[src/rtl/apu_frame_sequencer.sv]
// Frame sequencer: quarter/half-frame pulses, $4017 mode/inhibit, frame IRQ (FRAME_IRQ_EN enables IRQ logic).
// Latency: pulses one clk after the count match; counter restarts WR_DLY clks after a $4017 write.
// Backpressure: none, every write and ack strobe is accepted in the cycle it arrives.
module apu_frame_sequencer #(
    parameter int CNT_W  = 16,
    parameter int STEP1  = 7457,
    parameter int STEP2  = 14913,
    parameter int STEP3  = 22371,
    parameter int STEP4  = 29829,
    parameter int STEP5  = 37281,
    parameter int WR_DLY = 3
) (
    input  logic       clk,
    input  logic       reset,
    input  logic       wr_en,
    input  logic [7:0] wr_data,
    input  logic       irq_ack,
    output logic       quarter_frame,
    output logic       half_frame,
    output logic       frame_irq,
    output logic       mode
);
    localparam logic [0:0] RUN     = 1'b0;
    localparam logic [0:0] PENDING = 1'b1;
    localparam int DLY_W = (WR_DLY > 2) ? $clog2(WR_DLY) : 1;
    localparam logic [DLY_W-1:0] DLY_LOAD = DLY_W'(WR_DLY - 1);

    logic [0:0]       state;
    logic [DLY_W-1:0] dly;
    logic [CNT_W-1:0] cyc;
    logic [CNT_W-1:0] lastCyc;
    logic             restart;
    logic             atStep1, atStep2, atStep3, atStep4, atStep5;
    logic             quarterDec, halfDec;

    // A write landing on the restart cycle reloads the delay instead of restarting.
    assign restart = (state == PENDING) && (dly == '0) && !wr_en;
    assign lastCyc = mode ? CNT_W'(STEP5) : CNT_W'(STEP4);

    assign atStep1 = (cyc == CNT_W'(STEP1));
    assign atStep2 = (cyc == CNT_W'(STEP2));
    assign atStep3 = (cyc == CNT_W'(STEP3));
    assign atStep4 = (cyc == CNT_W'(STEP4));
    assign atStep5 = (cyc == CNT_W'(STEP5));

    assign quarterDec = atStep1 || atStep2 || atStep3 || (atStep4 && !mode) || (atStep5 && mode);
    assign halfDec    = atStep2 || (atStep4 && !mode) || (atStep5 && mode);

    always_ff @(posedge clk) begin
        if (reset) begin
            cyc           <= '0;
            mode          <= 1'b0;
            state         <= RUN;
            dly           <= '0;
            quarter_frame <= 1'b0;
            half_frame    <= 1'b0;
        end else begin
            if (restart) begin
                cyc           <= '0;
                state         <= RUN;
                quarter_frame <= mode;
                half_frame    <= mode;
            end else begin
                cyc           <= (cyc == lastCyc) ? '0 : cyc + 1'b1;
                quarter_frame <= quarterDec;
                half_frame    <= halfDec;
                if (state == PENDING) begin
                    dly <= dly - 1'b1;
                end
            end
            if (wr_en) begin
                mode  <= wr_data[7];
                state <= PENDING;
                dly   <= DLY_LOAD;
            end
        end
    end

`ifdef FRAME_IRQ_EN
    logic inhibit;
    logic irqSet;
    logic unusedBits;

    assign irqSet     = !restart && atStep4 && !mode && !inhibit;
    assign unusedBits = ^wr_data[5:0];

    // Inhibit write beats a same-cycle set, which beats an ack.
    always_ff @(posedge clk) begin
        if (reset) begin
            inhibit   <= 1'b0;
            frame_irq <= 1'b0;
        end else begin
            if (wr_en) begin
                inhibit <= wr_data[6];
            end
            if (wr_en && wr_data[6]) begin
                frame_irq <= 1'b0;
            end else if (irqSet) begin
                frame_irq <= 1'b1;
            end else if (irq_ack) begin
                frame_irq <= 1'b0;
            end
        end
    end
`else
    logic unusedBits;

    assign frame_irq  = 1'b0;
    assign unusedBits = ^{wr_data[6:0], irq_ack};
`endif

endmodule

[config.mk]
export PLATFORM = sky130hd
export DESIGN_NAME = apu_frame_sequencer
export DESIGN_NICKNAME = d
export VERILOG_FILES = /design/src/rtl/apu_frame_sequencer.sv
export SDC_FILE = /design/constraint.sdc
export NUM_CORES = 1
export LEC_CHECK = 0
export ABC_AREA = 1
export ABC_CLOCK_PERIOD_IN_PS = 1500
export CAP_MARGIN = 40
export CORE_ASPECT_RATIO = 1.75
export CORE_MARGIN = 8
export CORE_UTILIZATION = 35
export DETAILED_ROUTE_END_ITERATION = 10
export PLACE_DENSITY = 0.55
export SETUP_SLACK_MARGIN = 0.5
export SLEW_MARGIN = 20
export SYNTH_ARGS = -nofsm -noshare
export SYNTH_HDL_FRONTEND = slang
export SYNTH_SLANG_ARGS = --single-unit
export TNS_END_PERCENT = 100
[constraint.sdc]
create_clock -name clk -period 1.5 [get_ports clk]
set_input_delay 0.3 -clock clk [delete_from_list [all_inputs] [get_ports clk]]
set_output_delay 0.3 -clock clk [all_outputs]
set_load 0.05 [all_outputs]
Yosys cells after proc, flatten, opt, wreduce, memory -nomap -nowiden
Index checks and enable logic that the tools add are counted.

operators by class
  eq/ne operators = 7
  $lt $le $gt $ge = 0
  mux-type cells = 8
  div/mod/pow operators = 0
  shift-type cells = 0
  $add $sub $neg = 2
  multiply operators = 0
  reductions and logical operators = 19
  bitwise gates (word level) = 1

operators by type and width
  operator                                                                  count
  16-bit by 15-bit equality test with 1-bit output (second input constant)  2
  16-bit by 1-bit adder with 16-bit output (second input constant)          1
  16-bit by 13-bit equality test with 1-bit output (second input constant)  1
  16-bit by 14-bit equality test with 1-bit output (second input constant)  1
  16-bit equality test                                                      1
  16-bit equality test (second input constant)                              1
  16-bit 2-to-1 mux                                                         1
  1-bit logical OR                                                          6
  2-bit 2-to-1 mux                                                          3
  1-bit logical AND                                                         4
  1-bit 2-to-1 mux                                                          4
  2-bit AND reduction                                                       2
  2-bit nonzero test                                                        2
  3-bit OR reduction                                                        1
  1-bit zero test                                                           2
  2-bit zero test                                                           1
  2-bit != test (second input constant)                                     1
  2-bit OR reduction                                                        1
  2-bit by 1-bit subtractor with 2-bit output (second input constant)       1
  1-bit inverter                                                            1

word-level totals
  logic and storage cells = 44
  bits in latches = 0
  ROM bits = 0
  bits in writable memories = 0
  memories kept = 0
  bits in registers = 22

Longest topological paths before layout
  word-level depth = 6
  mapped depth = 10

Worst setup path before layout
Ideal clock, no wire load.

  path kind = register to register
  from = register mode
  to = register cyc[8]
  stages on the path, launching flop included = 10
  setup time = 0.117 ns
  slack = -0.119 ns
  data arrival time = 1.502 ns
  period minus slack after synthesis = 1.619 ns
  path through = dfxtp_1 -> buf_6 -> inv_4 -> nand2_1 -> nand3_1 -> nor3_2 -> nand2_1 -> nand2_2 -> buf_6 -> nor2_1

on the way
  longest elaborated chain between the ends = 3

RTL lines
  element                       RTL line  text
  start: declaration            21        output logic mode
  start signal: assignment      72        mode <= wr_data[7];
  16-bit 2-to-1 mux             38        assign lastCyc = mode ? CNT_W'(STEP5) : CNT_W'(STEP4);
  16-bit equality test          64        cyc <= (cyc == lastCyc) ? '0 : cyc + 1'b1;
  3-bit OR reduction (no line)  --
  end signal: assignment        64
  end: declaration              30        logic [CNT_W-1:0] cyc;

No other way between the ends.
A chain may end at the register's enable or synchronous reset.

Worst setup path in the final report
  from = register mode
  to = register cyc[15]

The elaborated chain is that of the path after synthesis.

==> flow_metrics.tcl <==
set metrics [dict create \
    status "complete, no violations" \
    clk_pin_slew_worst_paths_ps 80 \
    netlist_area_um2 1420 \
    rrSetupSlack_ps 140 \
    setup_tns_ps 0 \
    hp-start "cyc[0]" \
    clock_latency_ps 260 \
    drt-total-wl_um 3570 \
    avgViaCountPerCell 4.89 \
    start_kind "register" \
    synth_fa_ha_area_share_pct 2.64 \
    fill_cells 407 \
    synthTopCellsByArea "dfxtp_1 (31%), nor2_1 (13%), nand2_1 (12%), inv_1 (6.9%), xor2_1 (6.2%)" \
    synth_cell_types 26 \
    synth_fp_nets 229 \
    drtIter0Drc 30 \
    leakagePower_nw 0.765 \
    fin_util_pct 47.4 \
    synthFlopType "dfxtp_1" \
    yosys.area_share.simple_pct 41.1 \
    detail-route-antenna-nets 0 \
    switching_share_pct 27.7 \
    fin_nets 252 \
    share_comb_of_total_power_pct 16.5 \
    yosysSeqAreaShare_pct 31.0 \
    rsz0062_at_grt "true" \
    p_seq_share_pct 51.3 \
    switchingPower_mw 0.337 \
    die_w_um 64.2 \
    syn_area_per_cell_um2 6.64 \
    multi_input_area_um2 941 \
    coreArea_um2 3900 \
    die_y_um 100 \
    report.final.slew_viol_count 0 \
    ys_async_sr_fraction_pct 0 \
    row_count 30 \
    synth-seq-cells 22 \
    finalClockSkew_ps 2.64 \
    num_vias 1388 \
    arrival_ps 1520 \
    cts_buffers 3 \
    drc_errors 0 \
    seqCellArea_um2 463 \
    root_buffer "clkbuf_8" \
    holdPathEnd "cyc[0]" \
    synth_top_area_share_pct 31.0 \
    yosys-top-cells-count "nor2_1 (49), nand2_1 (45), inv_1 (26)" \
    reg2regPathDepth 7 \
    yosysMostFrequentCell "nor2_1" \
    clkPwrFrac_pct 32.2 \
    reg2reg_to "cyc[15]" \
    synth_top_family_by_area "simple AND/OR/NAND/NOR gates" \
    drt_pass1_iterations 4 \
    diodes 0 \
    layout_min_cycle_time_ps 1360 \
    yosys_warnings 0 \
    place_congestion 0.840 \
    grt_usage_pct 12.0 \
    ioPinCount 16 \
    finalSetupViolCount 0 \
    period_share_pct 90.6 \
    cts_hold_buf 0 \
    grt_pass1_vias 1415 \
    antenna_found_initial 0 \
    die_area_um2 6440 \
    wl_per_cell_um 12.6 \
    hp-class "reg2reg" \
    cts_num_sinks 22 \
    clockBufferDepth 2 \
    post-dp-hpwl_um 2660 \
    synthMuxAreaShare_pct 0 \
    fmax_mhz 736 \
    required_ps 1660 \
    crit_fanout 8 \
    start_util_pct 36.4 \
    pwr_density_cell_nw_per_um2 659 \
    io_buffers 6 \
    h-tree-depth 1 \
    grt_remaining_overflow 0 \
    grt_max_degree 13 \
    critical_path_class "reg2reg" \
    yosysTopAreaCell "dfxtp_1" \
    ir_worst_vdd_v 0.000564 \
    crit_path_end_kind "register" \
    grt_pass1_wl_um 6180 \
    hold_viol_final 0 \
    synthToLayoutAreaGrowth_pct 30.2 \
    hold_path_depth 1 \
    synth_edf_count 0 \
    cts_tree "done" \
    cap_violations 0 \
    netlist_instances 214 \
    synth_compound_area_share_pct 4.05 \
    layout-drive-gt1-share_pct 33.1 \
    regToRegStartpoint "mode" \
    synth-xor-area-share_pct 8.01 \
    internal-power_mw 0.882 \
]
==> registers in the layout, indices dropped and copies added, names as in the netlist <==
register	cells
mode	1
dly	2
cyc	16
quarter_frame	1
half_frame	1
state	1
==> stage by stage <==
stage               power, mW  worst slack [ps]  cell area, µm²  hold slack (ps)  instances
global placement        0.791             -91.7            1630              413        275
floorplan               0.739               129            1460              369        214
finish                   1.22               141            1850              440        284
global route             1.27              46.5            1850              461        284
detailed placement      0.790             -97.2            1630              419        275
CTS                      1.21               166            1800              447        283
==> worst max-delay path: stages, from the launching register on <==
cell,delay [ps]
dfxtp_4,400
buf_4,170
nand2_1,60
nand4_1,110
nor3_2,160
nand2_2,140
nand2_4,160
nor2_1,60
==> how the worst max path moves through the flow <==
stage / slack, ps / end / from / cells after the start
finish: 140 / cyc[15] / mode / 7
global route: 50 / cyc[8] / mode / 8
CTS: 170 / cyc[12] / mode / 8
detailed placement: -100 / cyc[3] / wr_en / 7
global placement: -90 / cyc[12] / wr_en / 7
floorplan: 130 / cyc[8] / mode / 10
==> per-layer routing <==
layer	wire, µm	share of wire (%)	vias up	GRT usage [%]
li1	-	-	705	-
met1	1430	40	645	11.5
met2	1860	52	23	22.3
met3	82	2.3	15	1.79
met4	192	5.4	0	8.61
met5	0	0	-	0
==> cells in the final DEF (no fill, tap or decap), types with 2 or more instances in the layout <==
| cell | count |
|---|---|
| inv_1 | 20 |
| dfxtp_2 | 12 |
| nand2_4 | 2 |
| nor2_4 | 4 |
| clkdlybuf4s50_1 | 2 |
| xor2_1 | 10 |
| buf_4 | 15 |
| nand2_1 | 42 |
| nor2_1 | 43 |
| dfxtp_4 | 2 |
| nor2_2 | 5 |
| buf_6 | 2 |
| buf_12 | 3 |
| dfxtp_1 | 8 |
| a21oi_2 | 3 |
| inv_2 | 8 |
| nand3_2 | 3 |
| nor3_2 | 4 |
| nand4_1 | 4 |
| nand2_2 | 3 |
| a21oi_1 | 4 |
| ha_4 | 2 |
| nand3_4 | 2 |
| inv_4 | 2 |
| nor3_1 | 3 |
| clkbuf_8 | 3 |
| xnor2_1 | 3 |
| nand3_1 | 11 |
==> power groups by stage <==
stage                     clock [mW]  sequential, mW  combinational, mW
final                          0.393           0.626              0.201
after global routing           0.421           0.629              0.220
after CTS                      0.401           0.625              0.189
after detailed placement           0           0.638              0.153
after global placement             0           0.639              0.153
after floorplan                    0           0.640             0.0996
==> logic make-up after synthesis <==
| family | count (synthesis) |
|---|---|
| fa+ha+maj | 3 |
| simple gates | 128 |
| xor+xnor | 13 |
| buf+inv | 36 |
| other cells | 1 |
| compound gates | 11 |
| flops | 22 |
==> final cells by class <==
class	instances	area share, %
multi-input combinational	157	50.8
sequential	22	25.0
timing repair buffer	23	12.1
inverter	30	6.36
tap	48	3.25
clock buffer	4	2.43
==> timing repair <==
item,4_1_cts,5_1_grt
resized for setup,35,12
endpoints found under the hold margin,0,0
cloned,1,0
pin swaps,7,10
endpoints found under the setup margin,24,23
setup buffers,3,1
Note: power is estimated with default switching activity, not from simulation.
